==> src/rtl/bnn_output_packer_pkg.sv <==
// Shared definitions for the binary-NN output packer, compute stage and input RAM.
// Optional popcount feature in the packer is enabled by defining BNN_PACK_POPCOUNT_EN.
package bnn_output_packer_pkg;

    localparam int unsigned DEF_I_ADDR_LEN = 10;
    localparam int unsigned DEF_I_DATA_LEN = 8;

    typedef enum logic [2:0] {
        StIdle,
        StPack,
        StWrite,
        StDrain,
        StDone
    } pack_state_e;

endpackage

==> src/rtl/bnn_output_packer_bit_shifter.sv <==
// LSB-first shift register with bit counter; word_full marks the shift that fills the word.
module bnn_bit_shifter
    import bnn_output_packer_pkg::*;
#(
    parameter int unsigned WIDTH = DEF_I_DATA_LEN
) (
    input  logic             clk,
    input  logic             rst,
    input  logic             clear,
    input  logic             shift_en,
    input  logic             bit_in,
    output logic [WIDTH-1:0] word,
    output logic             word_full
);

    localparam int unsigned CNT_W = $clog2(WIDTH + 1);

    logic [WIDTH-1:0] word_q, word_d;
    logic [CNT_W-1:0] cnt_q, cnt_d;

    always_comb begin
        word_d = word_q;
        cnt_d  = cnt_q;
        if (clear) begin
            word_d = '0;
            cnt_d  = '0;
        end else if (shift_en && (cnt_q < CNT_W'(WIDTH))) begin
            for (int i = 0; i < WIDTH; i++) begin
                if (cnt_q == CNT_W'(i)) begin
                    word_d[i] = bit_in;
                end
            end
            cnt_d = cnt_q + CNT_W'(1);
        end
    end

    always_ff @(posedge clk or posedge rst) begin
        if (rst) begin
            word_q <= '0;
            cnt_q  <= '0;
        end else begin
            word_q <= word_d;
            cnt_q  <= cnt_d;
        end
    end

    assign word      = word_q;
    assign word_full = shift_en && (cnt_q == CNT_W'(WIDTH - 1));

endmodule

==> src/rtl/bnn_output_packer.sv <==
// Packs sign-activation bits LSB-first into words and writes them to the next layer's RAM.
// Define BNN_PACK_POPCOUNT_EN to count accepted 1-bits on ones_count (otherwise tied to 0).
module bnn_output_packer
    import bnn_output_packer_pkg::*;
#(
    parameter int unsigned I_ADDR_LEN = DEF_I_ADDR_LEN,
    parameter int unsigned I_DATA_LEN = DEF_I_DATA_LEN,
    parameter int unsigned MAX_WORDS  = 128
) (
    input  logic                  clk,
    input  logic                  rst,
    input  logic                  start,
    input  logic                  act_valid,
    input  logic                  act_bit,
    input  logic                  act_last,
    output logic                  act_ready,
    input  logic                  ram_busy,
    output logic                  wr_en,
    output logic [I_ADDR_LEN-1:0] wr_addr,
    output logic [I_DATA_LEN-1:0] wr_data,
    output logic                  done,
    output logic [I_ADDR_LEN:0]   word_count,
    output logic                  overflow,
    output logic [I_ADDR_LEN+3:0] ones_count
);

    localparam logic [I_ADDR_LEN:0] MAX_CNT = (I_ADDR_LEN + 1)'(MAX_WORDS);

    pack_state_e state_q, state_d;

    logic [I_ADDR_LEN-1:0] addr_q, addr_d;
    logic [I_ADDR_LEN:0]   wcnt_q, wcnt_d;
    logic                  ovf_q, ovf_d;
    logic                  last_q, last_d;
    logic                  sh_clear, sh_shift, sh_full;

    bnn_bit_shifter #(
        .WIDTH (I_DATA_LEN)
    ) u_shifter (
        .clk       (clk),
        .rst       (rst),
        .clear     (sh_clear),
        .shift_en  (sh_shift),
        .bit_in    (act_bit),
        .word      (wr_data),
        .word_full (sh_full)
    );

    always_comb begin
        state_d   = state_q;
        addr_d    = addr_q;
        wcnt_d    = wcnt_q;
        ovf_d     = ovf_q;
        last_d    = last_q;
        act_ready = 1'b0;
        wr_en     = 1'b0;
        done      = 1'b0;
        sh_clear  = 1'b0;
        sh_shift  = 1'b0;

        unique case (state_q)
            StIdle: begin
                // Run statistics stay visible until the next start.
                sh_clear = 1'b1;
                if (start) begin
                    state_d = StPack;
                    addr_d  = '0;
                    wcnt_d  = '0;
                    ovf_d   = 1'b0;
                    last_d  = 1'b0;
                end
            end
            StPack: begin
                act_ready = 1'b1;
                if (act_valid) begin
                    sh_shift = 1'b1;
                    if (sh_full || act_last) begin
                        state_d = StWrite;
                        last_d  = act_last;
                    end
                end
            end
            StWrite: begin
                wr_en = ~ram_busy;
                if (!ram_busy) begin
                    addr_d   = addr_q + 1'b1;
                    wcnt_d   = wcnt_q + 1'b1;
                    sh_clear = 1'b1;
                    if (last_q) begin
                        state_d = StDone;
                    end else if (wcnt_d == MAX_CNT) begin
                        state_d = StDrain;
                    end else begin
                        state_d = StPack;
                    end
                end
            end
            StDrain: begin
                act_ready = 1'b1;
                if (act_valid) begin
                    ovf_d = 1'b1;
                    if (act_last) begin
                        state_d = StDone;
                    end
                end
            end
            StDone: begin
                done    = 1'b1;
                state_d = StIdle;
            end
            default: state_d = StIdle;
        endcase
    end

    always_ff @(posedge clk or posedge rst) begin
        if (rst) begin
            state_q <= StIdle;
            addr_q  <= '0;
            wcnt_q  <= '0;
            ovf_q   <= 1'b0;
            last_q  <= 1'b0;
        end else begin
            state_q <= state_d;
            addr_q  <= addr_d;
            wcnt_q  <= wcnt_d;
            ovf_q   <= ovf_d;
            last_q  <= last_d;
        end
    end

    assign wr_addr    = addr_q;
    assign word_count = wcnt_q;
    assign overflow   = ovf_q;

`ifdef BNN_PACK_POPCOUNT_EN
    logic [I_ADDR_LEN+3:0] ones_q;

    // Bits dropped in DRAIN are deliberately not counted.
    always_ff @(posedge clk or posedge rst) begin
        if (rst) begin
            ones_q <= '0;
        end else if ((state_q == StIdle) && start) begin
            ones_q <= '0;
        end else if ((state_q == StPack) && act_valid && act_bit) begin
            ones_q <= ones_q + 1'b1;
        end
    end

    assign ones_count = ones_q;
`else
    assign ones_count = '0;
`endif

endmodule

==> config.mk <==
export PLATFORM = sky130hd
export DESIGN_NAME = bnn_output_packer
export DESIGN_NICKNAME = d
export VERILOG_FILES = /design/src/rtl/bnn_output_packer_pkg.sv /design/src/rtl/bnn_output_packer_bit_shifter.sv /design/src/rtl/bnn_output_packer.sv
export SDC_FILE = /design/constraint.sdc
export NUM_CORES = 1
export LEC_CHECK = 0
export CAP_MARGIN = 25
export CORE_MARGIN = 2
export CORE_UTILIZATION = 40
export DETAILED_ROUTE_END_ITERATION = 10
export PLACE_DENSITY = 0.67
export SYNTH_ARGS = -nofsm -noshare
export SYNTH_HDL_FRONTEND = slang
export SYNTH_SLANG_ARGS = --single-unit
==> constraint.sdc <==
create_clock -name clk -period 4.4 [get_ports clk]
set_input_delay 0.88 -clock clk [delete_from_list [all_inputs] [get_ports clk]]
set_output_delay 0.88 -clock clk [all_outputs]
set_load 0.005 [all_outputs]
==> results of run 1 <==
## state kept, by name (all words and copies together) (netlist names)
signal,flops
word_count,11
state_q,3
u_shifter.word,8
u_shifter.cnt_q,4
wr_addr,10
last_q,1
overflow,1
## report_power, final
group	total (W)	internal, W	switching (W)
logic	0.000340	0.000146	0.000193
clock network	0.000259	0.000126	0.000132
registers	0.000465	0.000393	0.0000719
## metal layers
layer	up-vias	GRT usage, %	wire, um
met5	-	0	0
met4	0	7.72	111
met3	11	3.45	156
met2	39	25.4	2140
met1	882	20.2	2260
li1	936	-	-
## area by class of cell
cell class | instances | area share (%)
Clock buffer | 6 | 3.07
Clock inverter | 2 | 0.465
Inverter | 10 | 1.40
Multi-Input combinational cell | 197 | 41.3
Sequential cell | 38 | 35.4
Tap cell | 72 | 3.35
Timing Repair Buffer | 41 | 15.1
## synth_stat cells (4+ instances only)
library cell  number
buf_4             15
xnor2_1            5
ha_1               7
o21ai_0           20
a21oi_1           15
nand2_1           45
nor3_1             7
nor2_1            21
buf_2              8
nand3_1           16
clkbuf_1           4
inv_1              9
nand4_1            6
xor2_1             5
dfrtp_1           38
## placed cells by master (no fill, tap or decap), types with 3 or more instances in the layout
| cell | synthesis | layout |
|---|---|---|
| clkdlybuf4s50_1 | 0 | 39 |
| a21oi_1 | 15 | 15 |
| o21ai_0 | 20 | 20 |
| nor2_1 | 21 | 21 |
| a31oi_1 | 3 | 3 |
| conb_1 | 1 | 14 |
| nor3_1 | 7 | 7 |
| clkbuf_8 | 0 | 6 |
| and3_1 | 3 | 3 |
| nand4_1 | 6 | 6 |
| xor2_1 | 5 | 5 |
| dfrtp_1 | 38 | 38 |
| inv_1 | 9 | 9 |
| nand2_1 | 45 | 45 |
| nand3_1 | 16 | 16 |
| xnor2_1 | 5 | 5 |
| ha_1 | 7 | 7 |
## cells by family after synthesis
logic type               Yosys count  synth area share [%]
AND/OR/NAND/NOR                  111                  24.5
AO/OA/AOI/OAI                     54                  14.8
flip-flops                        38                  42.9
buffers and inverters             37                  9.25
XOR/XNOR                          10                  3.95
adder cells (fa/ha/maj)            7                  3.95
other                              1                 0.169
multiplexers                       1                 0.508
## worst paths after layout
| check | startpoint | to | slack (ps) | depth (start not counted) |
|---|---|---|---|---|
| min | u_shifter.word[0] | u_shifter.word[0] | 520 | 2 |
| max in group asynchronous | rst | overflow | 3060 | 3 |
| min in group asynchronous | rst | u_shifter.word[4] | 1010 | 3 |
| max reg2reg | state_q[1] | wr_addr[8] | 2220 | 7 |
| max | ram_busy | wr_en | 960 | 5 |
| min reg2reg | u_shifter.word[0] | u_shifter.word[0] | 520 | 2 |
## critical path: cells and delay by family
kind / cells / cell delay [ps]
and+or+nand+nor: 2 / 450
buffers and inverters: 3 / 1220
## metrics by stage
stage          power [W]  std cells  area [um2]  util [%]
5_1_grt          0.00114        366        2690      49.4
3_5_place_dp    0.000813        358        2590      47.7
2_1_floorplan   0.000705        272        2270         -
3_3_place_gp    0.000809        358        2590      47.7
6_report         0.00106        366        2690      49.4
4_1_cts          0.00108        366        2690      49.4
==> qor.yml, run 1 <==
rows: 27
tritoncts: "done"
grt_pass1_wl_mm: 7.89
synth_warnings: 0
finalHoldViolations: 0
max_freq_ghz: 0.291
worst_slew_pin_slew_ps: 638
power_density_nw_per_um2: 395
die_area_um2: 6150
yosys-top-cells-area: "dfrtp_1 (43%), nand2_1 (7.6%), buf_4 (5.1%)"
setup_violations: 0
gp_congestion: 0.813
synth_cell_types: 41
synth_area_um2: 2220
synthCells: 259
status: "complete, no violations"
multi_input_area_um2: 1110
dr.pass1.iters: 4
path_class: "in -> out"
critPathLaunchType: "input port"
avgRoutedWirePerCell_um: 12.8
grt_pass1_vias: 1755
start_util_pct: 40.8
max_cap_viol_count: 0
drive_gt1_share_pct: 5.78
route.detailed.drc: 0
area_delta_synth_final_pct: 21.3
crit_fanout: 14
grt_overflow: 0
track_usage_pct: 15.8
yosys.area.top_type_share_pct: 42.9
diodes: 0
fill_cells: 519
fp.coreArea_um2: 5440
regArea_um2: 951
drtAntennaViolNets: 0
yosysTopAreaCell: "dfrtp_1"
ys_seq_area_share_pct: 42.9
tns_ps: 0
clk_latency_ps: 290
cts.sinks: 38
drt_wl_total_mm: 4.67
ctsHoldBuffers: 0
hold_class: "reg -> reg"
setup_ws_ps: 965
portBuffers: 39
cts_buffers: 5
dp_slack_ps: 974
hold_ws_ps: 520
clkTransAtPathRegs_ps: 80
fin_crit_ps: 3440
drtIter0Drc: 126
ys_ff_latch: 38
cp.arrival_ps: 2560
syn_avg_cell_area_um2: 8.56
final_nets: 307
critPathMaxStageDelay_ps: 550
die_y_um: 78.5
rsz0062_at_grt: "no"
slew_headroom_pct: 57.4
pin_count: 54
synthArstFlopShare_pct: 100
worstPathCellList: "clkdlybuf4s50_1 -> and2b_1 -> nand2_2 -> inv_2 -> clkdlybuf4s50_1"
endpoint_kind: "primary output"
synthFlopType: "dfrtp_1"
routed_via_density: 5.10
fin_crit_sh_pct: 78.1
die_x_um: 78.5
clk_path_buf_depth: 2
cts-root-buf: "clkbuf_8"
htreeDepth: 2
antenna_found_initial: 0
final_max_slew_viol_count: 0
peakVddDrop_v: 0.000196
synth_edf_count: 0
finClkSkew_ps: 3.27
p_leak_nw: 1.13
dp_hpwl_mm: 3.22
grt_max_degree: 39
postCtsSetupBuffers: 0
post_cts_resized: 0
required_ps: 3520
num_vias: 1868
critical-path-top-cell-by-count: "clkdlybuf4s50_1"
crit_path_top_delay_cell: "clkdlybuf4s50_1"
No activity file was read; power rests on OpenSTA's default activity.
==> run 2: changes to the inputs <==
- clock period: 4.4 -> 3.5 ns (I/O delays scaled with it)
==> qor.yml, run 2 (synthesis gave the netlist of run 1 again) <==
status: "complete, no violations"
critical-path-top-cell-by-count: "clkdlybuf4s50_1"
crit_fanout: 14
grt_max_degree: 25
avgRoutedWirePerCell_um: 12.9
clk_path_buf_depth: 2
die_area_um2: 6150
critical-path-top-delay-family: "buffers and inverters"
p_leak_nw: 1.14
final_area_um2: 2700
largest_register_ffs: 11
drtAntennaViolNets: 0
track_usage_pct: 17.0
worst_slew_pin_slew_ps: 572
r2r-end: "word_count[10]"
postCtsSetupBuffers: 0
regArea_um2: 951
ff2ff_path_depth: 6
max_freq_ghz: 0.324
htreeDepth: 2
min_path_cells: 2
crit_path_top_delay_cell: "clkdlybuf4s50_1"
max_cap_viol_count: 0
finClkSkew_ps: 7.14
drt_wl_total_mm: 4.73
power_density_nw_per_um2: 501
hold_class: "reg -> reg"
whs_endpoint: "u_shifter.word[3]"
grt_overflow: 0
critPathLaunchType: "input port"
cp.arrival_ps: 2380
fin_crit_ps: 3080
r2r_slack_ps: 1370
tns_ps: 0
drive_gt1_share_pct: 6.08
peakVddDrop_v: 0.000235
grt_pass1_vias: 1769
antenna_found_initial: 0
critPathMaxStageDelay_ps: 550
rsz0062_at_grt: "no"
dpl-instance-area_um2: 2610
gr-usage-met1_pct: 23.6
route.detailed.drc: 0
final_max_slew_viol_count: 0
tritoncts: "done"
gp_congestion: 0.794
pin_count: 54
rows: 27
cts.sinks: 38
top_usage_layer: "met2"
post_cts_resized: 0
endpoint_kind: "primary output"
cts-root-buf: "clkbuf_8"
drtIter0Drc: 117
fp.coreArea_um2: 5440
cts_buffers: 5
grt_pass1_wl_mm: 8.36
required_ps: 2800
num_vias: 1887
multi_input_area_um2: 1110
slew_headroom_pct: 61.9
area_delta_synth_final_pct: 21.8
grt_use_met2_pct: 25.3
final_nets: 309
rr_startpoint: "word_count[1]"
setup_violations: 0
die_x_um: 78.5
final_common_cell: "nand2_1"
worstPathCellList: "clkdlybuf4s50_1 -> and2b_1 -> nand2_2 -> inv_2 -> clkdlybuf4s50_1"
power_w: 0.00135
final_cell_mix: "nand2_1 (45), clkdlybuf4s50_1 (39), dfrtp_1 (38)"
fin_crit_sh_pct: 88.1
dr.pass1.iters: 4
die_y_um: 78.5
diodes: 0
clkTransAtPathRegs_ps: 70
grt_util_met3_pct: 3.91
clk_latency_ps: 300
finalNonFillerCells: 368
start_util_pct: 40.8
finalHoldViolations: 0
placedCellCount: 360
path_class: "in -> out"
min-delay-start: "u_shifter.word[3]"
ctsHoldBuffers: 0
portBuffers: 39
routed_via_density: 5.13
critPathBufInv: 3
fill_cells: 523
dp_hpwl_mm: 3.38
[run 2: changes by cell type in the layout (fill, tap and decap cells not counted)]
| cell | before | now |
|---|---|---|
| clkbuf_1 | 0 | 1 |
| clkinvlp_4 | 1 | 0 |
| buf_4 | 2 | 4 |
[run 2: power breakdown]
group	internal [W]	switching [W]
clock network	0.000159	0.000160
logic	0.000195	0.000251
registers	0.000494	0.0000925
[run 2: worst max path at each step]
stage / slack, ps / depth (start not counted) / from / endpoint
after global placement: 420 / 5 / ram_busy / wr_en
after detailed placement: 400 / 5 / ram_busy / wr_en
after floorplan: 1550 / 4 / ram_busy / wr_en
final: 420 / 5 / ram_busy / wr_en
after global routing: 300 / 5 / ram_busy / wr_en
after CTS: 410 / 5 / ram_busy / wr_en
[run 2: worst register-to-register path: stages, from the launching register on]
cell and delay [ps]:
dfrtp_1 560, ha_1 390, nand3_1 240, nor3_1 370, nand3_1 160, xor2_1 160
o21ai_0 160
[run 2: final cells by class]
class	count	area share (%)
Timing Repair Buffer	43	15.6
Inverter	10	1.39
Clock buffer	7	3.20
Sequential cell	38	35.2
Tap cell	72	3.34
Multi-Input combinational cell	197	41.1
Clock inverter	1	0.185
[run 2: per-stage QoR]
step | util (%) | setup slack, ps | hold slack (ps)
finish | 49.6 | 417 | 524
floorplan | - | 1550 | 467
CTS | 49.6 | 410 | 526
detailed placement | 48.0 | 403 | 510
global route | 49.6 | 303 | 548
global placement | 48.0 | 417 | 506
[run 2: routing by layer]
| metal | up-vias | wire [um] |
|---|---|---|
| li1 | 952 | - |
| met1 | 872 | 2310 |
| met2 | 55 | 2090 |
| met3 | 8 | 239 |
| met4 | 0 | 93 |
| met5 | - | 0 |
==> run 3: changes to the inputs <==
- CORE_ASPECT_RATIO: default -> 2
==> qor.yml, run 3 (synthesis gave the netlist of run 1 again) <==
status: "complete, no violations"
ctsHoldBuffers: 0
endpoint_kind: "primary output"
area_delta_synth_final_pct: 21.4
grt_max_degree: 39
grt_pass1_vias: 1833
fin_crit_sh_pct: 78.7
clk_path_buf_depth: 2
required_ps: 2800
portBuffers: 39
crit_fanout: 3
rr_startpoint: "word_count[1]"
drtIter0Drc: 43
gp_congestion: 0.818
setup_violations: 0
final_max_slew_viol_count: 0
avgRoutedWirePerCell_um: 14.4
drive_gt1_share_pct: 6.40
hold_class: "reg -> reg"
final_common_cell: "nand2_1"
finClkSkew_ps: 8.26
setup_ws_ps: 746
fp.coreArea_um2: 5370
post_cts_resized: 0
cts_buffers: 5
grt_pass1_wl_mm: 8.36
finalNonFillerCells: 357
dp_slack_ps: 714
path_class: "in -> out"
postCtsSetupBuffers: 0
cp.arrival_ps: 2050
final_nets: 310
r2r-end: "word_count[10]"
critPathLaunchType: "input port"
finalHoldViolations: 0
max_freq_ghz: 0.363
largest_register_ffs: 11
tns_ps: 0
die_x_um: 56.6
antenna_found_initial: 0
clk_latency_ps: 290
placedCellCount: 349
r2r_slack_ps: 1300
pin_count: 54
crit_path_end: "wr_en"
htreeDepth: 2
route.detailed.drc: 0
setup.worst_path.start: "ram_busy"
die_area_um2: 6190
p_leak_nw: 1.14
routed_via_density: 5.46
power_density_nw_per_um2: 503
cts.sinks: 38
rsz0062_at_grt: "no"
fin_crit_ps: 2750
peakVddDrop_v: 0.000367
rows: 38
clkTransAtPathRegs_ps: 70
worst_slew_pin_slew_ps: 693
grt_overflow: 0
diodes: 0
drtAntennaViolNets: 0
dp_hpwl_mm: 3.77
cts-root-buf: "clkbuf_8"
slew_headroom_pct: 53.7
num_vias: 1950
max_cap_viol_count: 0
start_util_pct: 41.3
ff2ff_path_depth: 6
dr.pass1.iters: 4
final_cell_mix: "nand2_1 (45), clkdlybuf4s50_1 (39), dfrtp_1 (38)"
die_y_um: 109
fill_cells: 538
tritoncts: "done"
track_usage_pct: 17.1
drt_wl_total_mm: 5.15
==> run 3: cell types whose count changed in the layout (fill, tap and decap cells not counted) <==
cell,change
buf_4,+1
==> run 3: worst min-delay path by stage <==
stage,startpoint,endpoint,slack [ps],cells after the start
after CTS,u_shifter.cnt_q[3],u_shifter.cnt_q[3],520,2
final,u_shifter.word[2],u_shifter.word[2],520,2
after global routing,u_shifter.word[2],u_shifter.word[2],540,2
after detailed placement,u_shifter.cnt_q[3],u_shifter.cnt_q[3],500,2
after global placement,u_shifter.cnt_q[3],u_shifter.cnt_q[3],490,2
after floorplan,u_shifter.cnt_q[3],u_shifter.cnt_q[3],470,2
==> run 3: through the flow <==
| step | util, % | area, um2 | total power, W | hold slack [ps] |
|---|---|---|---|---|
| after floorplan | - | 2270 | 0.000886 | 467 |
| after global placement | 48.4 | 2600 | 0.00104 | 486 |
| after detailed placement | 48.4 | 2600 | 0.00105 | 495 |
| after CTS | 50.1 | 2690 | 0.00137 | 523 |
| after global routing | 50.1 | 2690 | 0.00145 | 543 |
| final | 50.1 | 2690 | 0.00135 | 520 |
==> run 3: final cells by class <==
type | count | area [um2] | area share, %
clock inverters | 1 | 5.00 | 0.186
flip-flops and latches | 38 | 951 | 35.3
clock buffers | 7 | 86.3 | 3.21
multi-input cells | 197 | 1110 | 41.2
well taps | 60 | 75.1 | 2.79
repair buffers | 44 | 428 | 15.9
inverters | 10 | 37.5 | 1.39
==> run 3: power breakdown <==
| group | internal [W] | leakage [nW] | switching, W |
|---|---|---|---|
| clock network | 0.000159 | 0.0482 | 0.000155 |
| logic | 0.000194 | 0.573 | 0.000258 |
| registers | 0.000494 | 0.522 | 0.0000947 |
==> run 3: routing by layer <==
layer	track usage [%]	part of all wire, %
met5	0	0
met4	8.67	3.3
met3	2.47	3.9
met2	32.5	53
met1	17.7	39
==> run 3: critical path, stage by stage <==
cell and delay (ps):
clkdlybuf4s50_1 430, and2b_1 260, nand2_2 100, inv_2 70, clkdlybuf4s50_1 490
